===== config.mk =====
export PLATFORM = sky130hd
export DESIGN_NAME = action_result_queue
export DESIGN_NICKNAME = d
export VERILOG_FILES = /design/src/rtl/action_result_queue.sv
export SDC_FILE = /design/constraint.sdc
export NUM_CORES = 1
export LEC_CHECK = 0
export BUFFER_PORTS_ARGS = -buffer_cell sky130_fd_sc_hd__buf_2
export CAP_MARGIN = 20
export CORE_ASPECT_RATIO = 0.6
export CORE_MARGIN = 1
export CORE_UTILIZATION = 55
export DETAILED_ROUTE_END_ITERATION = 7
export PLACE_DENSITY = 0.73
export SYNTH_ARGS = -nofsm -noshare
export SYNTH_HDL_FRONTEND = slang
export SYNTH_SLANG_ARGS = --single-unit

===== constraint.sdc =====
create_clock -name clk -period 9.7 [get_ports clk]
set_clock_uncertainty 0.05 [all_clocks]
set_input_delay 2.91 -clock clk [delete_from_list [all_inputs] [get_ports clk]]
set_output_delay 2.91 -clock clk [all_outputs]
set_load 0.02 [all_outputs]

===== src/rtl/action_result_queue.sv =====
// Ordered buffer of matcher lookup results with a registered first-word-fall-through head.
// Define ACTION_QUEUE_STATS_EN to add saturating hit/miss/drop counters.
`ifndef OF_ACTION_DATA_WIDTH
`define OF_ACTION_DATA_WIDTH 32
`endif
`ifndef OF_ACTION_CTRL_WIDTH
`define OF_ACTION_CTRL_WIDTH 8
`endif

module action_result_queue #(
    parameter int DATA_WIDTH = `OF_ACTION_DATA_WIDTH,
    parameter int CTRL_WIDTH = `OF_ACTION_CTRL_WIDTH,
    parameter int DEPTH_BITS = 3,
    parameter int NF_THRESH  = 2
) (
    input  logic                  clk,
    input  logic                  reset,
    input  logic [DATA_WIDTH-1:0] action_data_bus,
    input  logic [CTRL_WIDTH-1:0] action_ctrl_bus,
    input  logic                  action_valid,
    input  logic                  action_hit,
    output logic [DATA_WIDTH-1:0] res_data,
    output logic [CTRL_WIDTH-1:0] res_ctrl,
    output logic                  res_hit,
    output logic                  res_valid,
    input  logic                  res_rd_en,
    output logic                  nearly_full,
    output logic                  overflow
`ifdef ACTION_QUEUE_STATS_EN
    ,
    output logic [31:0]           hit_count,
    output logic [31:0]           miss_count,
    output logic [31:0]           drop_count
`endif
);

    localparam int ENTRY_W = DATA_WIDTH + CTRL_WIDTH + 1;
    localparam int DEPTH   = 1 << DEPTH_BITS;
    localparam logic [DEPTH_BITS:0]   DEPTH_C = (DEPTH_BITS + 1)'(DEPTH);
    localparam logic [DEPTH_BITS:0]   NF_C    = (DEPTH_BITS + 1)'(NF_THRESH);
    localparam logic [DEPTH_BITS:0]   CNT_ONE = (DEPTH_BITS + 1)'(1);
    localparam logic [DEPTH_BITS-1:0] PTR_ONE = DEPTH_BITS'(1);

    logic [ENTRY_W-1:0]    mem_q [DEPTH];
    logic [DEPTH_BITS-1:0] wr_ptr_q, wr_ptr_d, rd_ptr_q, rd_ptr_d;
    logic [DEPTH_BITS:0]   count_q, count_d;
    logic [ENTRY_W-1:0]    head_q, head_d, push_entry;
    logic                  res_valid_q, nearly_full_q, overflow_q;
    logic                  full, pop_ok, push_ok, drop, head_from_in, head_load;

    assign push_entry = {action_hit, action_ctrl_bus, action_data_bus};

    always_comb begin
        full     = (count_q == DEPTH_C);
        pop_ok   = res_rd_en & res_valid_q;
        push_ok  = action_valid & (~full | pop_ok);
        drop     = action_valid & full & ~pop_ok;
        wr_ptr_d = push_ok ? wr_ptr_q + PTR_ONE : wr_ptr_q;
        rd_ptr_d = pop_ok  ? rd_ptr_q + PTR_ONE : rd_ptr_q;
        count_d  = count_q;
        if (push_ok && !pop_ok)
            count_d = count_q + CNT_ONE;
        else if (pop_ok && !push_ok)
            count_d = count_q - CNT_ONE;
        // The new head comes straight from the input when nothing else remains ahead of it.
        head_from_in = push_ok && (count_q == (pop_ok ? CNT_ONE : '0));
        head_load    = head_from_in || (pop_ok && (count_d != '0));
        head_d       = head_from_in ? push_entry : mem_q[rd_ptr_d];
    end

    always_ff @(posedge clk) begin
        if (push_ok)
            mem_q[wr_ptr_q] <= push_entry;
    end

    always_ff @(posedge clk or posedge reset) begin
        if (reset) begin
            wr_ptr_q      <= '0;
            rd_ptr_q      <= '0;
            count_q       <= '0;
            head_q        <= '0;
            res_valid_q   <= 1'b0;
            nearly_full_q <= 1'b0;
            overflow_q    <= 1'b0;
        end else begin
            wr_ptr_q      <= wr_ptr_d;
            rd_ptr_q      <= rd_ptr_d;
            count_q       <= count_d;
            if (head_load)
                head_q    <= head_d;
            res_valid_q   <= (count_d != '0);
            nearly_full_q <= ((DEPTH_C - count_d) <= NF_C);
            overflow_q    <= overflow_q | drop;
        end
    end

    assign res_hit     = head_q[ENTRY_W-1];
    assign res_ctrl    = head_q[DATA_WIDTH +: CTRL_WIDTH];
    assign res_data    = head_q[DATA_WIDTH-1:0];
    assign res_valid   = res_valid_q;
    assign nearly_full = nearly_full_q;
    assign overflow    = overflow_q;

`ifdef ACTION_QUEUE_STATS_EN
    logic [2:0] stat_ev;
    assign stat_ev = {drop, push_ok & ~action_hit, push_ok & action_hit};

    for (genvar gi = 0; gi < 3; gi++) begin : g_stat
        logic [31:0] cnt_q;
        always_ff @(posedge clk or posedge reset) begin
            if (reset)
                cnt_q <= '0;
            else if (stat_ev[gi] && (cnt_q != 32'hFFFF_FFFF))
                cnt_q <= cnt_q + 32'd1;
        end
    end

    assign hit_count  = g_stat[0].cnt_q;
    assign miss_count = g_stat[1].cnt_q;
    assign drop_count = g_stat[2].cnt_q;
`endif

endmodule


# Word-level counts from Yosys, hierarchy flattened

Memories as Yosys holds them, arrays and structs flattened.
Index checks and enable logic that the tools add are counted.

Bits in registers: 54
Bits of input ports: 45
Memories kept: 1
Output and inout port bits: 44
Word-level logic and storage cells: 39
RAM bits: 328

Reductions and logical operators: 8
Add/sub/neg operators: 5
Eq/ne operators: 2
Magnitude comparators: 1
Muxes and demuxes: 7
Bitwise operators: 8

Memories:

| memory | depth | bits a word | read ports | clocked after memory_dff | wr ports | line | text |
|---|---|---|---|---|---|---|---|
| mem_q  | 8     | 41          | 1          | 0                        | 1        | 44   | `logic [ENTRY_W-1:0] mem_q [DEPTH];` |

Operator list:

| operator                                                              | count |
|---|---|
| 41-bit 2-to-1 mux                                                     | 1 |
| 4-bit 2-to-1 mux                                                      | 2 |
| 3-bit by 1-bit adder with 3-bit output, second input constant         | 2 |
| 4-bit by 1-bit adder with 4-bit output, second input constant         | 1 |
| 1-bit bitwise AND                                                     | 4 |
| 4-bit by 1-bit equality test with 1-bit output                        | 1 |
| 4-bit equality test, second input constant                            | 1 |
| 4-bit by 2-bit <= comparator with 1-bit output, second input constant | 1 |
| 1-bit logical AND                                                     | 4 |
| 4-bit nonzero test                                                    | 1 |
| 4-bit by 1-bit subtractor with 4-bit output, second input constant    | 1 |
| 4-bit subtractor, first input constant                                | 1 |
| 1-bit 2-to-1 mux                                                      | 3 |
| 3-bit 2-to-1 mux                                                      | 1 |
| 1-bit zero test                                                       | 2 |
| 1-bit NOT                                                             | 2 |
| 1-bit OR                                                              | 2 |
| 1-bit logical OR                                                      | 1 |

# Logic depth before layout (Yosys ltp)

Gate-level depths: netlist (run 1).

Depth after elaboration: 11
Mapped depth: 13
Depth with buffers taken out: 11

# Worst setup path after synthesis (run 1)

No wires, ideal clock.

Path type: input to register
Start: in res_rd_en
End: mem mem_q[0][0] in the netlist's numbering (enable)
Setup slack: 2.890 ns
Data required time: 9.160 ns
Stages on the path: 5
Library setup time: 0.490 ns
Arrival time: 6.269 ns
Cell sequence: buf_6 -> nand2_1 -> a21oi_1 -> nand2b_1 -> nor3_1

Cells in the longest elaborated chain, start to end: 5

RTL lines:

| item                                   | line | text |
|---|---|---|
| start, declared                        | 26   | `input logic res_rd_en,` |
| 1-bit bitwise AND                      | 55   | `pop_ok = res_rd_en & res_valid_q;` |
| 1-bit OR                               | 56   | `push_ok = action_valid & (~full \| pop_ok);` |
| 1-bit bitwise AND                      | 56   |  |
| 1-bit 2-to-1 mux                       | 72   | `if (push_ok)` |
| 1-bit 2-to-1 mux (implied by the code) | 73   | `mem_q[wr_ptr_q] <= push_entry;` |
| end, declared                          | 44   |  |

No other way between the ends.

# Worst setup path in the final report (run 1)

Start: in action_valid
End: reg head_q[7]

Cells in the longest elaborated chain, start to end: 8

RTL lines:

| item                 | line | text |
|---|---|---|
| start, declared      | 20   | `input logic action_valid,` |
| 1-bit bitwise AND *  | 56   |  |
| 1-bit zero test      | 63   | `else if (pop_ok && !push_ok)` |
| 1-bit logical AND    | 63   |  |
| 4-bit 2-to-1 mux     | 63   |  |
| 4-bit 2-to-1 mux     | 61   | `if (push_ok && !pop_ok)` |
| 4-bit nonzero test   | 67   | `head_load = head_from_in \|\| (pop_ok && (count_d != '0));` |
| 1-bit logical AND    | 67   |  |
| 1-bit logical OR     | 67   |  |
| end signal, assigned | 81   | `head_q <= '0;` |
| end signal, assigned | 90   | `head_q <= head_d;` |
| end, declared        | 47   | `logic [ENTRY_W-1:0] head_q, head_d, push_entry;` |

Every way passes the cells marked *; elsewhere a longest branch is shown, timed or not.
A chain may end at the register's enable or synchronous reset.

==> results of run 1 <==
## power groups by stage
stage	logic (mW)	registers (mW)	clock network (mW)
floorplan	1.95	2.33	0
global placement	2.49	2.24	0
detailed placement	2.54	2.25	0
CTS	2.55	2.22	1.52
global route	2.75	2.24	1.59
finish	2.54	2.22	1.50
## logic make-up after synthesis
family / count (synthesis)
AOI/OAI and AO/OA: 182
xor gates and xnor gates: 5
adders and majority gates: 7
buffers and inverters: 66
DFF: 382
muxes: 83
and+or+nand+nor: 123
## cells in the final DEF (no fill, tap or decap), drive strengths merged, types with 4 or more instances in the layout
cell type and n:
edfxtp 328, buf 103, nand2 92, a221oi 82, dfrtp 54, clkbuf 48
a21oi 45, o21ai 45, mux2i 42, mux4 41, inv 12, nor2 9
ha 7, bufinv 6, clkinv 6, xnor2 5, nand3 4, nor3 4
nand2b 4
## layer usage
| metal | vias to the layer above | global-route usage | share of wire | routed length, um |
|---|---|---|---|---|
| met2 | 247 | 0.3414 | 0.46 | 14240 |
| met1 | 4111 | 0.3399 | 0.46 | 14240 |
| met5 | - | 0 | 0.0010 | 31 |
| met4 | 4 | 0.05594 | 0.019 | 599 |
| li1 | 3581 | - | - | - |
| met3 | 58 | 0.05006 | 0.065 | 2030 |
## Yosys cell counts, types with 7 or more instances
cell type and count:
ha_1 7, nor2_1 9, o21ai_1 31, buf_4 7
clkbuf_1 15, buf_2 21, inv_1 10, a21oi_1 44
nand2_1 92, o21ai_2 9, a221oi_2 79, dfrtp_1 54
mux4_2 40, edfxtp_1 328, buf_6 7, mux2i_1 42
## registers in the layout, summed over array words and instances, names as in the netlist
name,count
count_q,4
head_q,41
mem_q,328
nearly_full,1
overflow,1
rd_ptr_q,3
res_valid,1
wr_ptr_q,3
## layout make-up
class | instances | area (sq um)
Timing Repair Buffer | 103 | 598.1
Fill cell | 1930 | 10110
Tap cell | 367 | 459.2
Multi-Input combinational cell | 400 | 3908
Sequential cell | 382 | 11200
Inverter | 11 | 41.29
Clock buffer | 48 | 1016
Clock inverter | 16 | 247.7
## path summary, 6_finish.rpt
path / to / slack, ns / depth (start not counted)
setup / recovery: head_q[7] / 4.40 / 8
hold / removal: overflow / 0.43 / 1
setup reg to reg: mem_q[3][23] / 6.20 / 7
min in group asynchronous: head_q[32] / 2.58 / 3
max in group asynchronous: head_q[23] / 6.45 / 3
hold reg to reg: overflow / 0.43 / 1
## stage by stage
step	worst slack [ns]	hold slack [ns]	power (mW)	instances
3_3_place_gp	3.898	0.3892	4.730	1262
6_report	4.404	0.4255	6.256	1327
4_1_cts	4.409	0.4245	6.291	1326
5_1_grt	4.194	0.4446	6.577	1327
2_1_floorplan	2.890	0.4368	4.279	848
3_5_place_dp	3.859	0.4067	4.789	1262
## worst max-delay path, cell delays in order
cell and delay [ns]:
buf_2 0.16, or4b_1 0.49, a21oi_4 0.14, buf_4 0.77
nor2_4 0.31, buf_4 0.40, a221oi_2 0.33, o21ai_1 0.09
==> out/results.ini, run 1 <==
[hold_path]
hold_path_class=flop to flop
hp-start=overflow

[clock_network]
clockRootBuffer=clkbuf_16
holdBufCountCts=0
cts_tree=done
htreeDepth=2
post_cts_buffers=0
path_clk_slew_ns=0.07
clock_tree.buffer_depth=3
clk_latency_ns=0.54
tritoncts_num_sinks=382
numCtsBuffers=35
cts_resized=0

[cells_and_area]
fin_util=0.6334
drive_gt1_frac=0.3167
fin_nets=985
fin_area_sq_mm=0.01747
areaGrowthSynthToFinish_pct=13.02
diodes=0

[place]
io_buffers=88
gp_congestion=0.7961
dp_hpwl_um=16000
placed_area_sq_mm=0.01618

[synthesis]
synthCells=848
synthFlopType=edfxtp_1
synth_cell_types=47
syn_nets=900
synth_enable_flop_cells=328
synthSimpleGateAreaFrac=0.03408
synthMuxAreaShare=0.08718
synth_compound_gate_area_share=0.1158
ys_seq_area_frac=0.7246
yosys.area.top_type_share=0.6372
avgSynthCellArea_sq_um=18.23
synth_area_leaders=edfxtp_1 64%, dfrtp_1 8.7%, a221oi_2 7.7%
synthArstFlopShare=0.1414
synthXorXnorAreaFrac=0.004533
yosys_warnings=0
synthAdderAreaFrac=0.005666
synth-seq-cells=382
synth_top_area_cell=edfxtp_1
syn_area_sq_mm=0.01546
synth_top_family_by_area=compound AO/OA/AOI/OAI gates

[power_and_ir_drop]
combPwrFrac=0.406
swShare=0.3643
vdd_drop_max_mv=0.4126
intPower_mw=3.977
leakage_nw=6.104
powerDensity_mw_per_mm2=358.1
p_seq_frac=0.355
p_clk_frac=0.239
p_sw_mw=2.279

[flow_run]
maxCapViolCount=0

[routing]
drt_first_pass_iters=4
antenna_left=0
avgRoutedWirePerCell_um=23.47
drtIter0Drc=644
vias=8001
drc=0
viasPerCell=6.029
drt-total-wl_um=31140

[sta]
rsz0062_at_grt=no
maxSlewViolCount=0
setup_viol=0
fin_crit_ns=5.296
finalHoldViolCount=0
tightest_slew_ns=1.120
period_share=0.5460
slew_headroom=0.2518
clock.fmax_mhz=188.8
setup_tns_ns=0

[global_route]
grt_util_all_layers=0.2270
antenna_found_initial=2
grt_max_degree=125
first_global_vias=8293
grt_overflow_total=0
grt_pass1_wl_um=49150

[floorplan]
pin_count=89
coreArea_sq_mm=0.02758
die_y_um=131.9
num_rows=47
fp.dieArea_sq_mm=0.02880
dieWidth_um=218.4
initial_utilization=0.5605

[setup_path]
critPathMaxFanout=44
cp-startpoint=action_valid
rr_startpoint=count_q[0]
arrival_ns=5.65
cp.required_ns=10.05
end_kind=flop
path_class=input pin to flop
cp-start-kind=input pin

[outcome]
outcome=completed

(Power assumes the default switching activity.)
==> run 2: changes to the inputs <==
==> constraint.sdc (replaced) <==
create_clock -name clk -period 5.2 [get_ports clk]
set_clock_uncertainty 0.05 [all_clocks]
set_input_delay 1.56 -clock clk [delete_from_list [all_inputs] [get_ports clk]]
set_output_delay 1.56 -clock clk [all_outputs]
set_load 0.02 [all_outputs]
==> run 2 against run 1 <==
Compared with the run above:
- combinational power up 93%
- cell area is 0.45% higher
- critical endpoint is now head_q[0]
- sequential share of layout area down 0.29 points
- flip-flop and latch count unchanged
- non-clock buffer count is 12 higher
- largest cell class unchanged
- wire length rose by 2.6%
- die area unchanged
==> out/results.ini, run 2 (synthesized netlist as in run 1, its figures left out) <==
[outcome]
outcome=completed

[routing]
drc=0  ; unchanged
viasPerCell=6.010  ; -0.31%
drt-total-wl_um=31960  ; +2.6%
drt_first_pass_iters=4  ; unchanged
vias=8048  ; +0.59%
antenna_left=0  ; unchanged
drtIter0Drc=735  ; +14%
avgRoutedWirePerCell_um=23.87  ; +1.7%

[sta]
fin_crit_ns=3.640
finalHoldViolCount=0  ; unchanged
rsz0062_at_grt=no
setup_tns_ns=0  ; unchanged
clock.fmax_mhz=274.7
slew_headroom=0.2566  ; +0.004762
maxSlewViolCount=0  ; unchanged
setup_viol=0  ; unchanged
period_share=0.7000
tightest_slew_ns=1.115  ; -0.004485 ns

[clock_network]
path_clk_slew_ns=0.07  ; about the same
clock_tree.buffer_depth=3  ; unchanged
cts_tree=done
post_cts_buffers=0  ; unchanged
tritoncts_num_sinks=382  ; unchanged
htreeDepth=2  ; unchanged
clk_latency_ns=0.52  ; -0.02 ns
cts_resized=0  ; unchanged
numCtsBuffers=35  ; unchanged
clockRootBuffer=clkbuf_16
holdBufCountCts=0  ; unchanged

[global_route]
grt_max_degree=71  ; -43%
antenna_found_initial=3  ; +1
first_global_vias=8178  ; -1.4%
grt_overflow_total=0  ; unchanged
grt_pass1_wl_um=48890  ; -0.53%
grt_util_all_layers=0.2281  ; +0.001078

[cells_and_area]
areaGrowthSynthToFinish_pct=13.53
final_common_cell=edfxtp_1
largest_register_ffs=328  ; unchanged
drive_gt1_frac=0.3213  ; +0.004652
largest_registers=mem_q x328, head_q x41, count_q x4
layout_common_cells=328 x edfxtp_1, 92 x nand2_1, 88 x buf_2
fill_cells=1944  ; +0.73%
fin_nets=997  ; +1.2%
top_register=mem_q

[setup_path]
cp_slowest_cell=a31o_4
max_stage_delay_ns=0.56  ; -0.21 ns
cp-startpoint=res_rd_en
crit_family=compound AO/OA/AOI/OAI gates
rr_startpoint=count_q[0]
path_class=input pin to flop
path_cells=buf_2 > a21boi_0 > a21oi_1 > xnor2_1 > inv_1 > ha_1 > nor2b_1 > a31o_4 > buf_4 > nand2_1 > o21ai_1
path_buf_inv=3  ; unchanged
arrival_ns=4.04  ; -1.61 ns
critPathMaxFanout=42  ; -4.5%
end_kind=flop
cp.required_ns=5.60  ; -4.45 ns
cp-start-kind=input pin

[place]
gp_congestion=0.8421  ; +5.8%
io_buffers=88  ; unchanged
dp_hpwl_um=17540  ; +9.6%

[hold_path]
hp-start=overflow
hold_path_class=flop to flop

[floorplan]
coreArea_sq_mm=0.02758  ; unchanged
dieWidth_um=218.4  ; unchanged
fp.dieArea_sq_mm=0.02880  ; unchanged
pin_count=89  ; unchanged
initial_utilization=0.5605  ; unchanged
die_y_um=131.9  ; unchanged
num_rows=47  ; unchanged

[flow_run]
maxCapViolCount=0  ; unchanged

[power_and_ir_drop]
swShare=0.3678  ; +0.003526
p_seq_frac=0.355  ; about the same
fin_total_pwr_mw=11.68  ; +87%
leakage_nw=6.154  ; +0.82%
powerDensity_mw_per_mm2=665.8  ; +86%
vdd_drop_max_mv=0.4325  ; +4.8%
intPower_mw=7.386  ; +86%
combPwrFrac=0.421  ; +0.015
p_sw_mw=4.297  ; +89%
p_clk_frac=0.224  ; -0.015

==> run 2: worst paths after layout <==
path / to / slack, ns / cells past startpoint
max reg2reg: mem_q[1][14] / 2.11 / 7
min reg2reg: overflow / 0.43 / 1
min in group asynchronous: count_q[0] / 1.17 / 2
max in group asynchronous: head_q[15] / 3.03 / 3
min: overflow / 0.43 / 1
max: head_q[0] / 1.56 / 11
==> run 2: power by group through the flow <==
stage | combinational (mW) | clock [mW] | sequential, mW
4_1_cts | 4.96 | 2.65 | 4.15
3_5_place_dp | 4.95 | 0 | 4.21
3_3_place_gp | 4.85 | 0 | 4.20
2_1_floorplan | 3.64 | 0 | 4.34
6_report | 4.91 | 2.62 | 4.15
5_1_grt | 5.30 | 2.77 | 4.20
==> run 2: metal layers <==
metal | GRT usage | wire length, um | up-vias
met5 | 0 | 25 | -
met4 | 0.05167 | 495 | 4
met3 | 0.04406 | 1982 | 49
met2 | 0.3398 | 14530 | 267
met1 | 0.3514 | 14930 | 4118
li1 | - | - | 3610
==> run 2: per-stage QoR <==
stage	cell area (sq um)	setup slack, ns	cells	hold slack (ns)	util
finish	17550	1.560	1339	0.4304	0.6363
global route	17550	1.333	1339	0.4674	0.6363
floorplan	15470	0.8378	848	0.4368	-
CTS	17550	1.610	1338	0.4337	0.6362
detailed placement	16390	1.062	1275	0.4171	0.5942
global placement	16390	1.237	1275	0.4136	0.5942
==> run 2: final cells by class <==
type,count,area (sq um),area share
clock inverters,13,142.6,0.008128
flip-flops and latches,382,11200,0.6382
multi-input cells,400,3920,0.2234
clock buffers,50,1015,0.05782
well taps,367,459.2,0.02617
diodes,1,2.502,0.0001426
inverters,11,41.29,0.002353
repair buffers,115,768.2,0.04378
